--- src/rtl/fifo_write_arbiter.sv ---
// fifo_write_arbiter: round-robin burst arbiter sharing one FIFO push port between NUM_REQ producers.
// Define FIFO_ARB_STATS_EN to add stall_cnt, a saturating count of full-stalled burst cycles.
module fifo_write_arbiter #(
    parameter int NUM_REQ   = 2,
    parameter int DATA_W    = 8,
    parameter int MAX_BURST = 4
) (
    input  logic                      clk,
    input  logic                      rst_n,
    input  logic                      ena,
    input  logic [NUM_REQ-1:0]        req_valid,
    input  logic [NUM_REQ*DATA_W-1:0] req_data,
    output logic [NUM_REQ-1:0]        req_ready,
    input  logic                      fifo_full,
    output logic                      fifo_push,
    output logic [DATA_W-1:0]         fifo_wdata,
    output logic [1:0]                grant_id,
    output logic                      busy
`ifdef FIFO_ARB_STATS_EN
    ,
    output logic [7:0]                stall_cnt
`endif
);
    typedef enum logic {IDLE, BURST} state_t;
    localparam logic [1:0] LAST_ID   = 2'(NUM_REQ - 1);
    localparam logic [3:0] LAST_BEAT = 4'(MAX_BURST - 1);

    state_t     state_q, state_d;
    logic [1:0] rr_ptr_q, rr_ptr_d, grant_id_q, grant_id_d, pick;
    logic [3:0] beat_cnt_q, beat_cnt_d;
    logic       any_req, start, gnt_valid, burst_done;

    // first valid requester at or above rr_ptr, wrapping around
    always_comb begin
        any_req = 1'b0;
        pick    = rr_ptr_q;
        for (int k = 0; k < NUM_REQ; k++)
            for (int i = 0; i < NUM_REQ; i++)
                if (!any_req && req_valid[i] && i == (int'(rr_ptr_q) + k) % NUM_REQ) begin
                    any_req = 1'b1;
                    pick    = 2'(i);
                end
    end

    always_comb begin
        gnt_valid  = 1'b0;
        fifo_wdata = '0;
        for (int i = 0; i < NUM_REQ; i++)
            if (2'(i) == grant_id_q) begin
                gnt_valid  = req_valid[i];
                fifo_wdata = req_data[i*DATA_W +: DATA_W];
            end
    end

    always_ff @(posedge clk or negedge rst_n)
        if (!rst_n) state_q <= IDLE;
        else        state_q <= state_d;

    always_comb begin
        start      = (state_q == IDLE) && ena && any_req;
        burst_done = (fifo_push && beat_cnt_q == LAST_BEAT) || (busy && !gnt_valid);
        state_d    = (state_q == IDLE) ? (start ? BURST : IDLE) : (burst_done ? IDLE : BURST);
    end

    always_comb begin
        busy      = (state_q == BURST);
        fifo_push = busy && gnt_valid && !fifo_full;
        req_ready = '0;
        for (int i = 0; i < NUM_REQ; i++)
            req_ready[i] = busy && !fifo_full && 2'(i) == grant_id_q;
    end

    always_comb begin
        grant_id_d = start ? pick : grant_id_q;
        beat_cnt_d = start ? 4'd0 : fifo_push ? beat_cnt_q + 4'd1 : beat_cnt_q;
        rr_ptr_d   = burst_done ? ((grant_id_q == LAST_ID) ? 2'd0 : grant_id_q + 2'd1) : rr_ptr_q;
    end

    always_ff @(posedge clk or negedge rst_n)
        if (!rst_n) begin
            rr_ptr_q   <= '0;
            grant_id_q <= '0;
            beat_cnt_q <= '0;
        end else begin
            rr_ptr_q   <= rr_ptr_d;
            grant_id_q <= grant_id_d;
            beat_cnt_q <= beat_cnt_d;
        end

    assign grant_id = grant_id_q;

`ifdef FIFO_ARB_STATS_EN
    logic [7:0] stall_cnt_q, stall_cnt_d;

    always_comb
        stall_cnt_d = (busy && gnt_valid && fifo_full && stall_cnt_q != 8'hFF) ? stall_cnt_q + 8'd1 : stall_cnt_q;

    always_ff @(posedge clk or negedge rst_n)
        if (!rst_n) stall_cnt_q <= '0;
        else        stall_cnt_q <= stall_cnt_d;

    assign stall_cnt = stall_cnt_q;
`endif
endmodule

--- config.mk ---
export PLATFORM = sky130hd
export DESIGN_NAME = fifo_write_arbiter
export DESIGN_NICKNAME = d
export VERILOG_FILES = /design/src/rtl/fifo_write_arbiter.sv
export SDC_FILE = /design/constraint.sdc
export NUM_CORES = 1
export LEC_CHECK = 0
export CAP_MARGIN = 20
export CORE_AREA = 2 2 39 41
export DETAILED_ROUTE_END_ITERATION = 12
export DIE_AREA = 0 0 41 43
export DONT_BUFFER_PORTS = 1
export PLACE_DENSITY = 0.52
export SLEW_MARGIN = 40
export SYNTH_ARGS = -nofsm -noshare
export SYNTH_HDL_FRONTEND = slang
export SYNTH_SLANG_ARGS = --single-unit
--- constraint.sdc ---
create_clock -name clk -period 2.35 [get_ports clk]
set_input_delay 0.47 -clock clk [delete_from_list [all_inputs] [get_ports clk]]
set_output_delay 0.47 -clock clk [all_outputs]
set_load 0.01 [all_outputs]
Word level (Yosys, flattened, before mapping)
Cells that the tools add are included.

cells by class
  add/sub/neg operators = 3
  multipliers = 0
  divide/modulo/power cells = 0
  magnitude comparators = 0
  equality and inequality tests = 4
  shift operators = 0
  mux-type cells = 18
  bitwise gates (word level) = 2
  reduce and logical (&&, ||, !) cells = 26

operators by type and width
  cell                                           number
  logical NOT 32 bit                             2
  logical AND 1 bit                              16
  2-to-1 mux 8 bit                               2
  2-to-1 mux 2 bit                               5
  2-to-1 mux 1 bit                               9
  2-to-1 mux 4 bit                               2
  logical NOT 1 bit                              5
  adder 4 x 1 -> 4 bit, second input constant    1
  == test 4 x 2 -> 1 bit, second input constant  1
  adder 2 x 1 -> 2 bit, second input constant    1
  == test 1 x 2 -> 1 bit, first input constant   1
  == test 2 x 1 -> 1 bit, second input constant  1
  == test 2 bit, first input constant            1
  logical NOT 2 bit                              1
  nonzero test 2 bit                             1
  adder 1 bit, second input constant             1
  AND 1 bit, first input constant                1
  logical OR 1 bit                               1
  inverter 1 bit                                 1

storage, ports and cells
  register bits = 9
  latch bits = 0
  memory bits (writable) = 0
  memory bits (read-only) = 0
  bits of input ports = 22
  output and inout bits = 14
  memories kept = 0

Depth between registers and ports, before layout
  word-level depth = 18
  gate-level depth with buffers = 5
  depth with buffers taken out = 4

Worst setup path after synthesis
No wires, ideal clock.

  kind = input to register
  from = in fifo_full
  to = reg rr_ptr_q[0]
  setup time = 0.125 ns
  data arrival time = 1.592 ns
  data required time = 2.225 ns
  path slack = 0.633 ns
  stages on the path = 5
  cells stage by stage = or3b_1 > buf_2 > nor3b_4 > o2bb2ai_2 > mux2_4

on the way
  word-level cells in the longest chain between the ends = 4

ends and longest elaborated chain
  what                    line  text
  start: declaration      14    input logic fifo_full,
  logical NOT 1 bit       67    fifo_push = busy && gnt_valid && !fifo_full;
  logical AND 1 bit       67
  logical AND 1 bit       61    burst_done = (fifo_push && beat_cnt_q == LAST_BEAT) || (busy && !gnt_valid);
  logical OR 1 bit        61
  end signal: assignment  85    rr_ptr_q <= rr_ptr_d;
  end: declaration        29    logic [1:0] rr_ptr_q, rr_ptr_d, grant_id_q, grant_id_d, pick;

Every way passes these cells.
A chain may end at the register's enable or synchronous reset.

Final worst setup path
  from = reg state_q (netlist: busy)
  to = out fifo_push

on the way
  word-level cells in the longest chain between the ends = 2

ends and longest elaborated chain
  what                             line  text
  start: declaration               28    state_t state_q, state_d;
  start signal: assignment         57    else state_q <= state_d;
  logical AND 1 bit (2 in series)  67
  end: declaration                 15    output logic fifo_push,

Every way passes these cells.

==> impl_results.md <==
- Post-Syn Area: 533 sq um
- Starting density of the core: 0.385
- GR peak layer: met2
- Leak: a little under 0.3 nW
- Crit path DAT: about 1500 ps
- Gate count of the mapped netlist: 58
- Fill cells: between 100 and 150
- ANT nets after route: 0
- Clock sinks: 8
- Die ar.: about 1800 sq um
- Die X: 41 um
- Max-cap violations: 0
- Yosys warnings: 0
- Crit path required time: 1880 ps
- HP Start: req_valid[0]
- Share of layout cells above drive strength 1: 0.131
- Vias in the first global route: 371
- Grt total ovfl: 0
- Vias per cell: 5.31
- Reg clk slew, reported paths: ~50 ps
- Worst r2r path cells: 4
- First-pass GRT wire length: 1530 um
- Final Skew: between 6 and 7 ps
- Residual DRC: 0
- Antenna Cells: 0
- Wire per inst: ~14 um
- Htree depth: 1
- Ys flop type: dfrtp_1
- Gp weighted congestion: 0.700
- Kind of critical path: flip-flop to output pin
- Reg2Reg Setup Slack: around 600 ps
- Switching part of the total power: 0.420
- CP startpoint: busy$_DFF_PN0_
- Total wire length: roughly 1100 um
- Hold Crit Depth: 1
- Pin count of the biggest net entering global routing: 13
- Final period util: 0.845
- Root Buffer: clkbuf_4
- Number of synthesized flops with an enable pin: 0
- Final setup violating endpoints: 0
- Critical path capture point type: output pin
- Internal power: ~0.00037 W
- Row count: 14
- Peak VDD IR: ~450 uV
- Period minus WS final: 1990 ps
- Worst slew pin tran: about 530 ps
- Sequential area share after synthesis: 0.376
- Max incr delay on CP: roughly 500 ps
- Layout Nets: 86
- Syn_nets: between 80 and 90
- CORE AREA: approximately 1400 sq um
- DP Wirelength: around 850 um
- Netlist cell types: 22
- RSZ-0062 raised after global routing: no
- I/O Pins: 36
- Clock buffer depth: 2
- Final hold violation count: 0
- Combinational Power Share: 0.488
- Top post-synthesis cells by area: dfrtp_1 38%, mux2i_1 17%, nor2_1 11%, xnor2_1 4.9%, nor3b_4 3.5%
- Slowest CP cell: or3b_1
- Met1 global-route usage: 0.181
- Crit start category: flip-flop
- DR vias: around 410
- Chip height: roughly 43 um
- Post-synth top area share: 0.376
- Status: complete, no violations
- Fmax: 0.504 GHz
- GR Util met3: 0.0314
- R2r startpoint: busy$_DFF_PN0_
- Post-CTS sizing: 0
- Post-Route Setup TNS: 0 ps
- Top post-synthesis cells by count: 16 x nor2_1, 9 x mux2i_1, 8 x dfrtp_1
- Largest area contributor in the netlist: dfrtp_1
- Final count of pins violating max slew: 0
- Clock power share: 0.168
- Mean area per synthesized cell: approximately 9.2 sq um
- Most numerous cell in the Yosys netlist: nor2_1
- DRT Pass-1 Iters: 4
- CP Max Fanout: 6
- Async set or reset register ratio after synthesis: 1.00
- Part of the power in registers: 0.344
- GRT Overall Usage: 0.133
- Final Power: 0.000633 W
- Clk_lat worst skew: approximately 250 ps
- Min-Delay Path Class: input pin to flip-flop
- CTS tree: yes
- Slew margin rel.: 0.638
- Area delta synth->final: 10.3%
- Port bufs: 0
- Register bit total from synthesis: 8
- DRT iter0 DRCs: 11
- CP cell instances: or3b_1 -> nor2_1
- GRT met2 Usage: 0.184
- Power density cells: around 1100 nW/um^2
- P_sw: ~0.00027 W
- TritonCTS Buffers: 3
- Initial antenna violation count: 0
[layout by cell type, fill, tap and decap left out, types with 2 or more instances in the layout]
| master | count |
|---|---|
| a21oi_1 | 2 |
| buf_4 | 2 |
| clkbuf_4 | 3 |
| dfrtp_1 | 8 |
| inv_1 | 2 |
| mux2i_1 | 9 |
| nand2_1 | 2 |
| nor2_1 | 16 |
| nor2b_1 | 2 |
| xnor2_1 | 3 |
[layout make-up]
type,count,area (sq um),area share
Clock buffer,3,22.5,0.0383
Inverter,2,7.51,0.0128
Multi-Input combinational cell,45,313,0.532
Sequential cell,8,200,0.340
Tap cell,16,20.0,0.0340
Timing Repair Buffer,3,25.0,0.0426
[critical path: cells and delay by family (launching register included)]
family        cells  cell delay [ps]
simple gates      2              840
flops             1              430
[sequential cells by signal, summed over array words and instances, names as in the netlist]
| register | flops |
|---|---|
| grant_id | 2 |
| busy | 1 |
| rr_ptr_q | 1 |
| beat_cnt_q | 4 |
[per-layer routing]
layer / wire length, um / share of wire / up-vias
li1: - / - / 202
met1: 501 / 0.46 / 184
met2: 497 / 0.45 / 21
met3: 86 / 0.079 / 2
met4: 8 / 0.0073 / 0
met5: 0 / 0 / -
[power groups by stage]
stage | clock [W] | combinational (W) | sequential (W)
after floorplan | 0 | 0.000263 | 0.000220
after global placement | 0 | 0.000308 | 0.000220
after detailed placement | 0 | 0.000310 | 0.000221
after CTS | 0.000112 | 0.000315 | 0.000219
after global routing | 0.000123 | 0.000344 | 0.000224
final | 0.000106 | 0.000309 | 0.000218
[final timing paths]
| check | endpoint |
|---|---|
| worst max register to register | rr_ptr_q[0]$_DFFE_PN0N_ |
| max in group asynchronous | grant_id[0]$_DFFE_PN0P_ |
| worst max-delay path | fifo_push |
| worst min-delay path | grant_id[0]$_DFFE_PN0P_ |
| min in group asynchronous | beat_cnt_q[0]$_DFFE_PN0P_ |
| worst min register to register | rr_ptr_q[0]$_DFFE_PN0N_ |
[stage by stage]
stage               area [sq um]  cells  hold slack, ps  worst slack (ps)   util
floorplan                    533     58             174               633      -
global placement             556     73             175               604  0.401
detailed placement           556     73             175               582  0.401
CTS                          588     77             307               355  0.425
global route                 588     77             304               309  0.425
finish                       588     77             312               364  0.425
[kinds of logic after synthesis]
logic type | after synthesis | share of synthesized area
buffers and inverters | 5 | 0.0375
AND/OR/NAND/NOR | 24 | 0.221
AO/OA/AOI/OAI | 7 | 0.0962
XOR/XNOR | 3 | 0.0493
adder cells (fa/ha/maj) | 1 | 0.0235
flip-flops | 8 | 0.376
multiplexers | 10 | 0.197
[repair_timing]
item / 4_1_cts / 5_1_grt
endpoints found under the hold margin: 8 / 0
hold buffers: 1 / 0
buffers inserted: 0 / 0
(Power assumes the default switching activity.)
